--- src/rtl/ppu_pkg.sv ---
// Shared posit types, constants and helpers for the operand front end.
// posit_t is sized for the widest supported posit (N <= 64); narrower users pass their width.
package ppu_pkg;

    localparam int MAX_N = 64;

    typedef enum logic [2:0] {
        OP_ADD = 3'd0,
        OP_SUB = 3'd1,
        OP_MUL = 3'd2,
        OP_DIV = 3'd3,
        OP_FMA = 3'd4,
        OP_F2P = 3'd5
    } operation_e;

    typedef logic [MAX_N-1:0] posit_t;

    localparam posit_t ZERO = '0;

    // NAR for an n-bit posit: a single 1 in the sign position.
    function automatic posit_t nar(input int n);
        return posit_t'(1) << (n - 1);
    endfunction

    function automatic posit_t width_mask(input int n);
        return (n >= MAX_N) ? '1 : ((posit_t'(1) << n) - posit_t'(1));
    endfunction

    // Two's complement negation modulo 2^n.
    function automatic posit_t c2(input posit_t x, input int n);
        return (~x + posit_t'(1)) & width_mask(n);
    endfunction

    // Two's complement magnitude; NAR maps onto itself, the largest magnitude.
    function automatic posit_t posit_abs(input posit_t x, input int n);
        return ((x & nar(n)) != ZERO) ? c2(x, n) : x;
    endfunction

endpackage

--- src/rtl/operand_classify.sv ---
// Combinational operand conditioning: SUB->ADD rewrite, magnitude ordering for
// ADD, and detection of special/trivial results that bypass the datapath.
module operand_classify
    import ppu_pkg::*;
#(
    parameter int N = 16
) (
    input  operation_e     op,
    input  logic [N-1:0]   p1,
    input  logic [N-1:0]   p2,
    input  logic [N-1:0]   p3,
    output operation_e     op_c,
    output logic [N-1:0]   p1_c,
    output logic [N-1:0]   p2_c,
    output logic [N-1:0]   p3_c,
    output logic           special,
    output logic [N-1:0]   special_bits
);

    localparam logic [N-1:0] NAR_N = {1'b1, {(N-1){1'b0}}};

    posit_t a1, a2, a3, n2;
    logic   is_sub, addsub, swap;
    logic   z1, z2, nar1, nar2, nar3;

    always_comb begin
        a1     = posit_t'(p1);
        a2     = posit_t'(p2);
        a3     = posit_t'(p3);
        is_sub = (op == OP_SUB);
        addsub = (op == OP_ADD) || is_sub;
        n2     = is_sub ? c2(a2, N) : a2;
        swap   = addsub && (posit_abs(n2, N) > posit_abs(a1, N));

        op_c = is_sub ? OP_ADD : op;
        p1_c = swap ? n2[N-1:0] : p1;
        p2_c = addsub ? (swap ? p1 : n2[N-1:0]) : p2;
        p3_c = p3;

        z1   = (a1 == ZERO);
        z2   = (a2 == ZERO);
        nar1 = (a1 == nar(N));
        nar2 = (a2 == nar(N));
        nar3 = (a3 == nar(N));

        // Priority chain: the first rule that matches decides the result.
        special      = 1'b0;
        special_bits = '0;
        if (op == OP_F2P) begin
            special = 1'b0;
        end else if (nar1 || nar2 || (op == OP_FMA && nar3)) begin
            special      = 1'b1;
            special_bits = NAR_N;
        end else if (op == OP_DIV && z2) begin
            special      = 1'b1;
            special_bits = NAR_N;
        end else if (((op == OP_MUL || op == OP_DIV) && z1) || (op == OP_MUL && z2)) begin
            special = 1'b1;
        end else if (op == OP_FMA && (z1 || z2)) begin
            special      = 1'b1;
            special_bits = p3;
        end else if (addsub && z1) begin
            special      = 1'b1;
            special_bits = n2[N-1:0];
        end else if (addsub && z2) begin
            special      = 1'b1;
            special_bits = p1;
        end else if (addsub && (a1 == c2(n2, N))) begin
            special = 1'b1;
        end
    end

endmodule

--- src/rtl/operand_conditioner.sv ---
// Operand conditioning stage with one-cycle latency, an optional two-entry skid
// buffer and a saturating count of special results accepted.
module operand_conditioner
    import ppu_pkg::*;
#(
    parameter int N    = 16,
    parameter int SKID = 1
) (
    input  logic           clk_i,
    input  logic           rst_i,
    input  logic           in_valid_i,
    output logic           in_ready_o,
    input  operation_e     op_i,
    input  logic [N-1:0]   p1_i,
    input  logic [N-1:0]   p2_i,
    input  logic [N-1:0]   p3_i,
    output logic           out_valid_o,
    input  logic           out_ready_i,
    output operation_e     op_o,
    output logic [N-1:0]   p1_o,
    output logic [N-1:0]   p2_o,
    output logic [N-1:0]   p3_o,
    output logic           special_tag_o,
    output logic [N-1:0]   special_bits_o,
    output logic [15:0]    special_cnt_o
);

    typedef struct packed {
        operation_e   op;
        logic [N-1:0] p1;
        logic [N-1:0] p2;
        logic [N-1:0] p3;
        logic         tag;
        logic [N-1:0] bits;
    } set_t;

    set_t        in_set, main_q, skid_q;
    logic        main_v, skid_v;
    logic        push, pop;
    logic [15:0] cnt_q;

    operand_classify #(.N(N)) u_classify (
        .op           (op_i),
        .p1           (p1_i),
        .p2           (p2_i),
        .p3           (p3_i),
        .op_c         (in_set.op),
        .p1_c         (in_set.p1),
        .p2_c         (in_set.p2),
        .p3_c         (in_set.p3),
        .special      (in_set.tag),
        .special_bits (in_set.bits)
    );

    // Handshake: a set moves on a side only in a cycle where valid and ready are
    // both high; ready never depends on in_valid_i, and a presented output holds
    // unchanged until it is taken.
    always_comb begin
        if (SKID != 0) in_ready_o = ~main_v | out_ready_i | ~skid_v;
        else           in_ready_o = ~main_v | out_ready_i;
        push = in_valid_i & in_ready_o;
        pop  = main_v & out_ready_i;
    end

    // The skid slot only fills when main is held; with SKID=0 ready blocks that case.
    always_ff @(posedge clk_i or posedge rst_i) begin
        if (rst_i) begin
            main_v <= 1'b0;
            skid_v <= 1'b0;
            main_q <= '0;
            skid_q <= '0;
            cnt_q  <= '0;
        end else begin
            if (pop) begin
                if (skid_v) begin
                    main_q <= skid_q;
                    if (push) skid_q <= in_set;
                    else      skid_v <= 1'b0;
                end else if (push) begin
                    main_q <= in_set;
                end else begin
                    main_v <= 1'b0;
                end
            end else if (push) begin
                if (!main_v) begin
                    main_q <= in_set;
                    main_v <= 1'b1;
                end else begin
                    skid_q <= in_set;
                    skid_v <= 1'b1;
                end
            end
            if (push && in_set.tag && cnt_q != 16'hFFFF) cnt_q <= cnt_q + 16'd1;
        end
    end

    assign out_valid_o    = main_v;
    assign op_o           = main_q.op;
    assign p1_o           = main_q.p1;
    assign p2_o           = main_q.p2;
    assign p3_o           = main_q.p3;
    assign special_tag_o  = main_q.tag;
    assign special_bits_o = main_q.bits;
    assign special_cnt_o  = cnt_q;

endmodule

--- config.mk ---
export PLATFORM = sky130hd
export DESIGN_NAME = operand_conditioner
export DESIGN_NICKNAME = d
export VERILOG_FILES = /design/src/rtl/ppu_pkg.sv /design/src/rtl/operand_classify.sv /design/src/rtl/operand_conditioner.sv
export SDC_FILE = /design/constraint.sdc
export NUM_CORES = 1
export LEC_CHECK = 0
export ABC_CLOCK_PERIOD_IN_PS = 10050
export BUFFER_PORTS_ARGS = -buffer_cell sky130_fd_sc_hd__buf_2
export CAP_MARGIN = 20
export CORE_ASPECT_RATIO = 1.2
export CORE_UTILIZATION = 50
export CTS_BUF_LIST = sky130_fd_sc_hd__clkbuf_4
export DETAILED_ROUTE_END_ITERATION = 10
export HOLD_SLACK_MARGIN = 0.02
export PLACE_DENSITY = 0.71
export SLEW_MARGIN = 20
export SYNTH_ARGS = -nofsm -noshare
export SYNTH_HDL_FRONTEND = slang
export SYNTH_HIERARCHICAL = 1
export SYNTH_SLANG_ARGS = --single-unit
--- constraint.sdc ---
create_clock -name clk_i -period 10.05 [get_ports clk_i]
set_input_delay 0.5025 -clock clk_i [delete_from_list [all_inputs] [get_ports clk_i]]
set_output_delay 0.5025 -clock clk_i [all_outputs]
set_load 0.02 [all_outputs]
==> out/qor_table.md <==
| Metric | Reported | Unit |
| --- | --- | --- |
| Crit path max fanout | 9 | - |
| Count of vias placed by the detailed router | 7927 | - |
| Total grt overflow | 0 | - |
| Global-route wire length before repair | 41400 | um |
| Multi-input combinational cell area | 5640 | um^2 |
| Combinational share of power | 0.337 | - |
| Detailed-route wire length per cell | 19.9 | um |
| Count of final max-slew check failures | 0 | - |
| Async set-or-reset flop fraction in the synthesized netlist | 1.00 | - |
| Max-slew headroom at the worst pin | 0.223 | - |
| Post-layout minimum cycle time | 5700 | ps |
| IO buf count | 140 | - |
| Overall power | 1850 | uW |
| Iteration-0 DRC count of the detailed router | 654 | - |
| Max clock buf depth | 2 | - |
| Synth Instances | 980 | - |
| Top cells by area, synth | sky130_fd_sc_hd__dfrtp_1 39%, sky130_fd_sc_hd__mux2i_1 7.3%, sky130_fd_sc_hd__mux2_2 6.4% | - |
| Number of search-and-repair iterations in the first detailed-routing pass | 5 | - |
| Post-route DRC violation count | 0 | - |
| Worst-Skew Late Latency | 590 | ps |
| Die width | 131 | um |
| Switch share | 0.368 | - |
| Instance area after placement | 10600 | um^2 |
| Actual slew at the worst max-slew pin | 1160 | ps |
| Ordered list of cells on the worst path | buf_2 > inv_1 > ha_1 > nor4b_4 > xor2_2 > or3_1 > nor4_1 > nand3_1 > nor3_1 > ha_1 > xor2_1 > nand3_1 > nor3_1 > o21ai_1 > a2111oi_4 > nand4_1 > o32ai_2 > nand2_1 > nor4_4 > nand4_1 > mux2_1 | - |
| Area of the placeable core | 19500 | um^2 |
| Avg Cell Area, Syn | 10.2 | um^2 |
| Psw | 683 | uW |
| # setup viols final | 0 | - |
| Synth area leader | sky130_fd_sc_hd__dfrtp_1 | - |
| Pin count of the biggest net entering global routing | 111 | - |
| Antenna violations before repair | 1 | - |
| Aggregate global-route resource usage | 0.269 | - |
| Run status | complete, no violations | - |
| Max Cap Violations | 0 | - |
| Fraction of layout cells with a size suffix above 1 | 0.277 | - |
| Synth top area share | 0.385 | - |
| Root buffer cell | sky130_fd_sc_hd__clkbuf_4 | - |
| Final Util | 0.560 | - |
| DRT antenna net count | 0 | - |
| Worst-path clk slew | 130 | ps |
| Height of the chip | 157 | um |
| Peak ir drop on the vdd network | 82.3 | uV |
| Hold Path Depth | 2 | - |
| Arrival time of the worst setup path | 6160 | ps |
| Proportion of synthesized chip area in sequential cells | 0.385 | - |
| Slowest Stage Delay on Critical Path | 490 | ps |
| Number of clock sinks seen by CTS | 154 | - |
| Sum of net half-perimeters after detailed placement | 19300 | um |
| Sequential cell fraction of total power | 0.451 | - |
| Post-synthesis to final-layout area growth | 9.59 | % |
| Fraction of the cycle the final worst path needs | 0.567 | - |
| Crit path launch type | primary input | - |
| Cell area after layout | 11000 | um^2 |
| Synth Warn # | 6 | - |
| Final TNS setup | 0 | ps |
| Syn nets | 1056 | - |
| Required arrival time at the worst endpoint | 10510 | ps |
| Num rows | 56 | - |
| Number of fill cells | 1738 | - |
| Hold WS | 232 | ps |
| Internal cell power | 1170 | uW |
| Synth cell types | 85 | - |
| Primary flip-flop cell chosen by synthesis mapping | sky130_fd_sc_hd__dfrtp_1 | - |
| Final WL | 26700 | um |
| RSZ-0062 raised after global routing | false | - |
| Post-Synthesis Cell Area | 10000 | um^2 |
| Final Skew | 28.6 | ps |
| Effective utilization at floorplan | 0.511 | - |
| Total area of sequential cells | 3850 | um^2 |
| CTS tree | done | - |
| Number of storage elements in the synthesis netlist | 154 | - |
| Final Hold Fails | 0 | - |
| Cell with the largest stage delay on the worst path | sky130_fd_sc_hd__or3_1 | - |
| Number of levels the H-tree was split into | 4 | - |
| Most numerous cell in the Yosys netlist | sky130_fd_sc_hd__dfrtp_1 | - |
| Routability Congestion | 1.00 | - |
| Kind of critical path | primary input to flop | - |
| Worst hold-check path type | primary input to flop | - |
| Pleak | 0.00511 | uW |
| Area enclosed by the die boundary | 20600 | um^2 |
| CTS Buf Count | 17 | - |
| Via/cell ratio | 5.93 | - |
| Number of buffers added for setup after CTS | 0 | - |
| Achievable Freq | 0.176 | GHz |
| Top-level port count | 141 | - |
| Vias in the first global route | 7428 | - |
| Number of enable-type register cells in the synthesized netlist | 0 | - |
| Power density over cell area | 169 | nW/um^2 |
| Final layout net count | 1138 | - |
| Kind of end point of the critical path | flop | - |
| Register-to-Register Path Depth | 4 | - |
| Most used standard cells in the synthesized netlist | 154 x sky130_fd_sc_hd__dfrtp_1, 118 x sky130_fd_sc_hd__nand2_1, 80 x sky130_fd_sc_hd__o21ai_0 | - |
| Portion of total power attributed to the clock network | 0.212 | - |
==> repair_timing <==
action / 4_1_cts / 5_1_grt
hold buffers: 1 / 0
endpoints found under the hold margin: 58 / 0
gates resized for setup: 0 / 0
==> critical path, delay by kind of cell <==
kind,cells,cell delay [ps]
AO/OA/AOI/OAI,3,890
XOR/XNOR,2,420
adder cells (fa/ha/maj),2,580
buffers and inverters,2,360
multiplexers,1,320
AND/OR/NAND/NOR,11,3070
==> metrics by stage <==
stage	cells	setup slack (ps)
5_1_grt	1337	4010
4_1_cts	1336	4480
3_3_place_gp	1303	3880
2_1_floorplan	980	4470
6_report	1337	4350
3_5_place_dp	1303	3860
==> layout by cell type (no fill, tap or decap), types with 21 or more instances in the layout <==
| cell | instances |
|---|---|
| sky130_fd_sc_hd__xnor2_1 | 41 |
| sky130_fd_sc_hd__xor2_1 | 32 |
| sky130_fd_sc_hd__o21ai_0 | 80 |
| sky130_fd_sc_hd__buf_2 | 140 |
| sky130_fd_sc_hd__ha_1 | 21 |
| sky130_fd_sc_hd__mux2_2 | 57 |
| sky130_fd_sc_hd__mux2i_1 | 73 |
| sky130_fd_sc_hd__nand2_1 | 117 |
| sky130_fd_sc_hd__mux2_4 | 21 |
| sky130_fd_sc_hd__nor2_1 | 30 |
| sky130_fd_sc_hd__dfrtp_1 | 154 |
| sky130_fd_sc_hd__a21oi_1 | 22 |
==> layout make-up <==
class / instances / share of cell area
clock inverters: 15 / 0.0151
diodes: 1 / 0.000228
inverters: 14 / 0.00525
clock buffers: 17 / 0.0116
repair buffers: 150 / 0.0714
well taps: 261 / 0.0298
flip-flops and latches: 154 / 0.352
multi-input cells: 725 / 0.515
==> worst paths after layout <==
check / slack [ps] / endpoint / from
setup / recovery: 4350 / special_cnt_o[14]$_DFFE_PP0P_ / p2_i[0]
hold / removal: 230 / skid_q[31]$_DFFE_PP0P_ / p3_i[14]
setup reg to reg: 7610 / p2_o[13]$_DFFE_PP0P_ / skid_v$_DFFE_PP0P_
hold reg to reg: 490 / op_o[2]$_DFFE_PP0P_ / op_o[2]$_DFFE_PP0P_
max in group asynchronous: 8320 / skid_q[51]$_DFFE_PP0P_ / rst_i
min in group asynchronous: 560 / p3_o[3]$_DFFE_PP0P_ / rst_i
==> state kept, by name, summed over array words and instances, names as in the netlist <==
name / flops
skid_q: 68
op_o: 3
p1_o: 16
out_valid_o: 1
special_tag_o: 1
skid_v: 1
p2_o: 16
p3_o: 16
special_cnt_o: 16
special_bits_o: 16
==> metal layers <==
metal,track usage,part of all wire,vias up
li1,-,-,3718
met1,0.361,0.44,3856
met2,0.423,0.47,291
met3,0.0449,0.059,62
met4,0.120,0.039,0
met5,0,0,-
==> power groups by stage <==
stage          Sequential (uW)  Clock, uW  Combinational [uW]
2_1_floorplan              914          0                 378
3_3_place_gp               844          0                 615
3_5_place_dp               849          0                 624
4_1_cts                    836        409                 625
5_1_grt                    854        430                 678
6_report                   836        394                 625
==> kinds of logic (layout without fill, tap and decap cells) <==
family | Yosys count | in the layout | share of synthesized area
AND/OR/NAND/NOR | 263 | 263 | 0.143
AO/OA/AOI/OAI | 203 | 203 | 0.139
multiplexers | 159 | 159 | 0.178
flip-flops | 154 | 154 | 0.385
buffers and inverters | 101 | 196 | 0.0529
XOR/XNOR | 79 | 79 | 0.0761
adder cells (fa/ha/maj) | 21 | 21 | 0.0263
other | 0 | 1 | 0
Note: power is estimated with default switching activity, not from simulation.
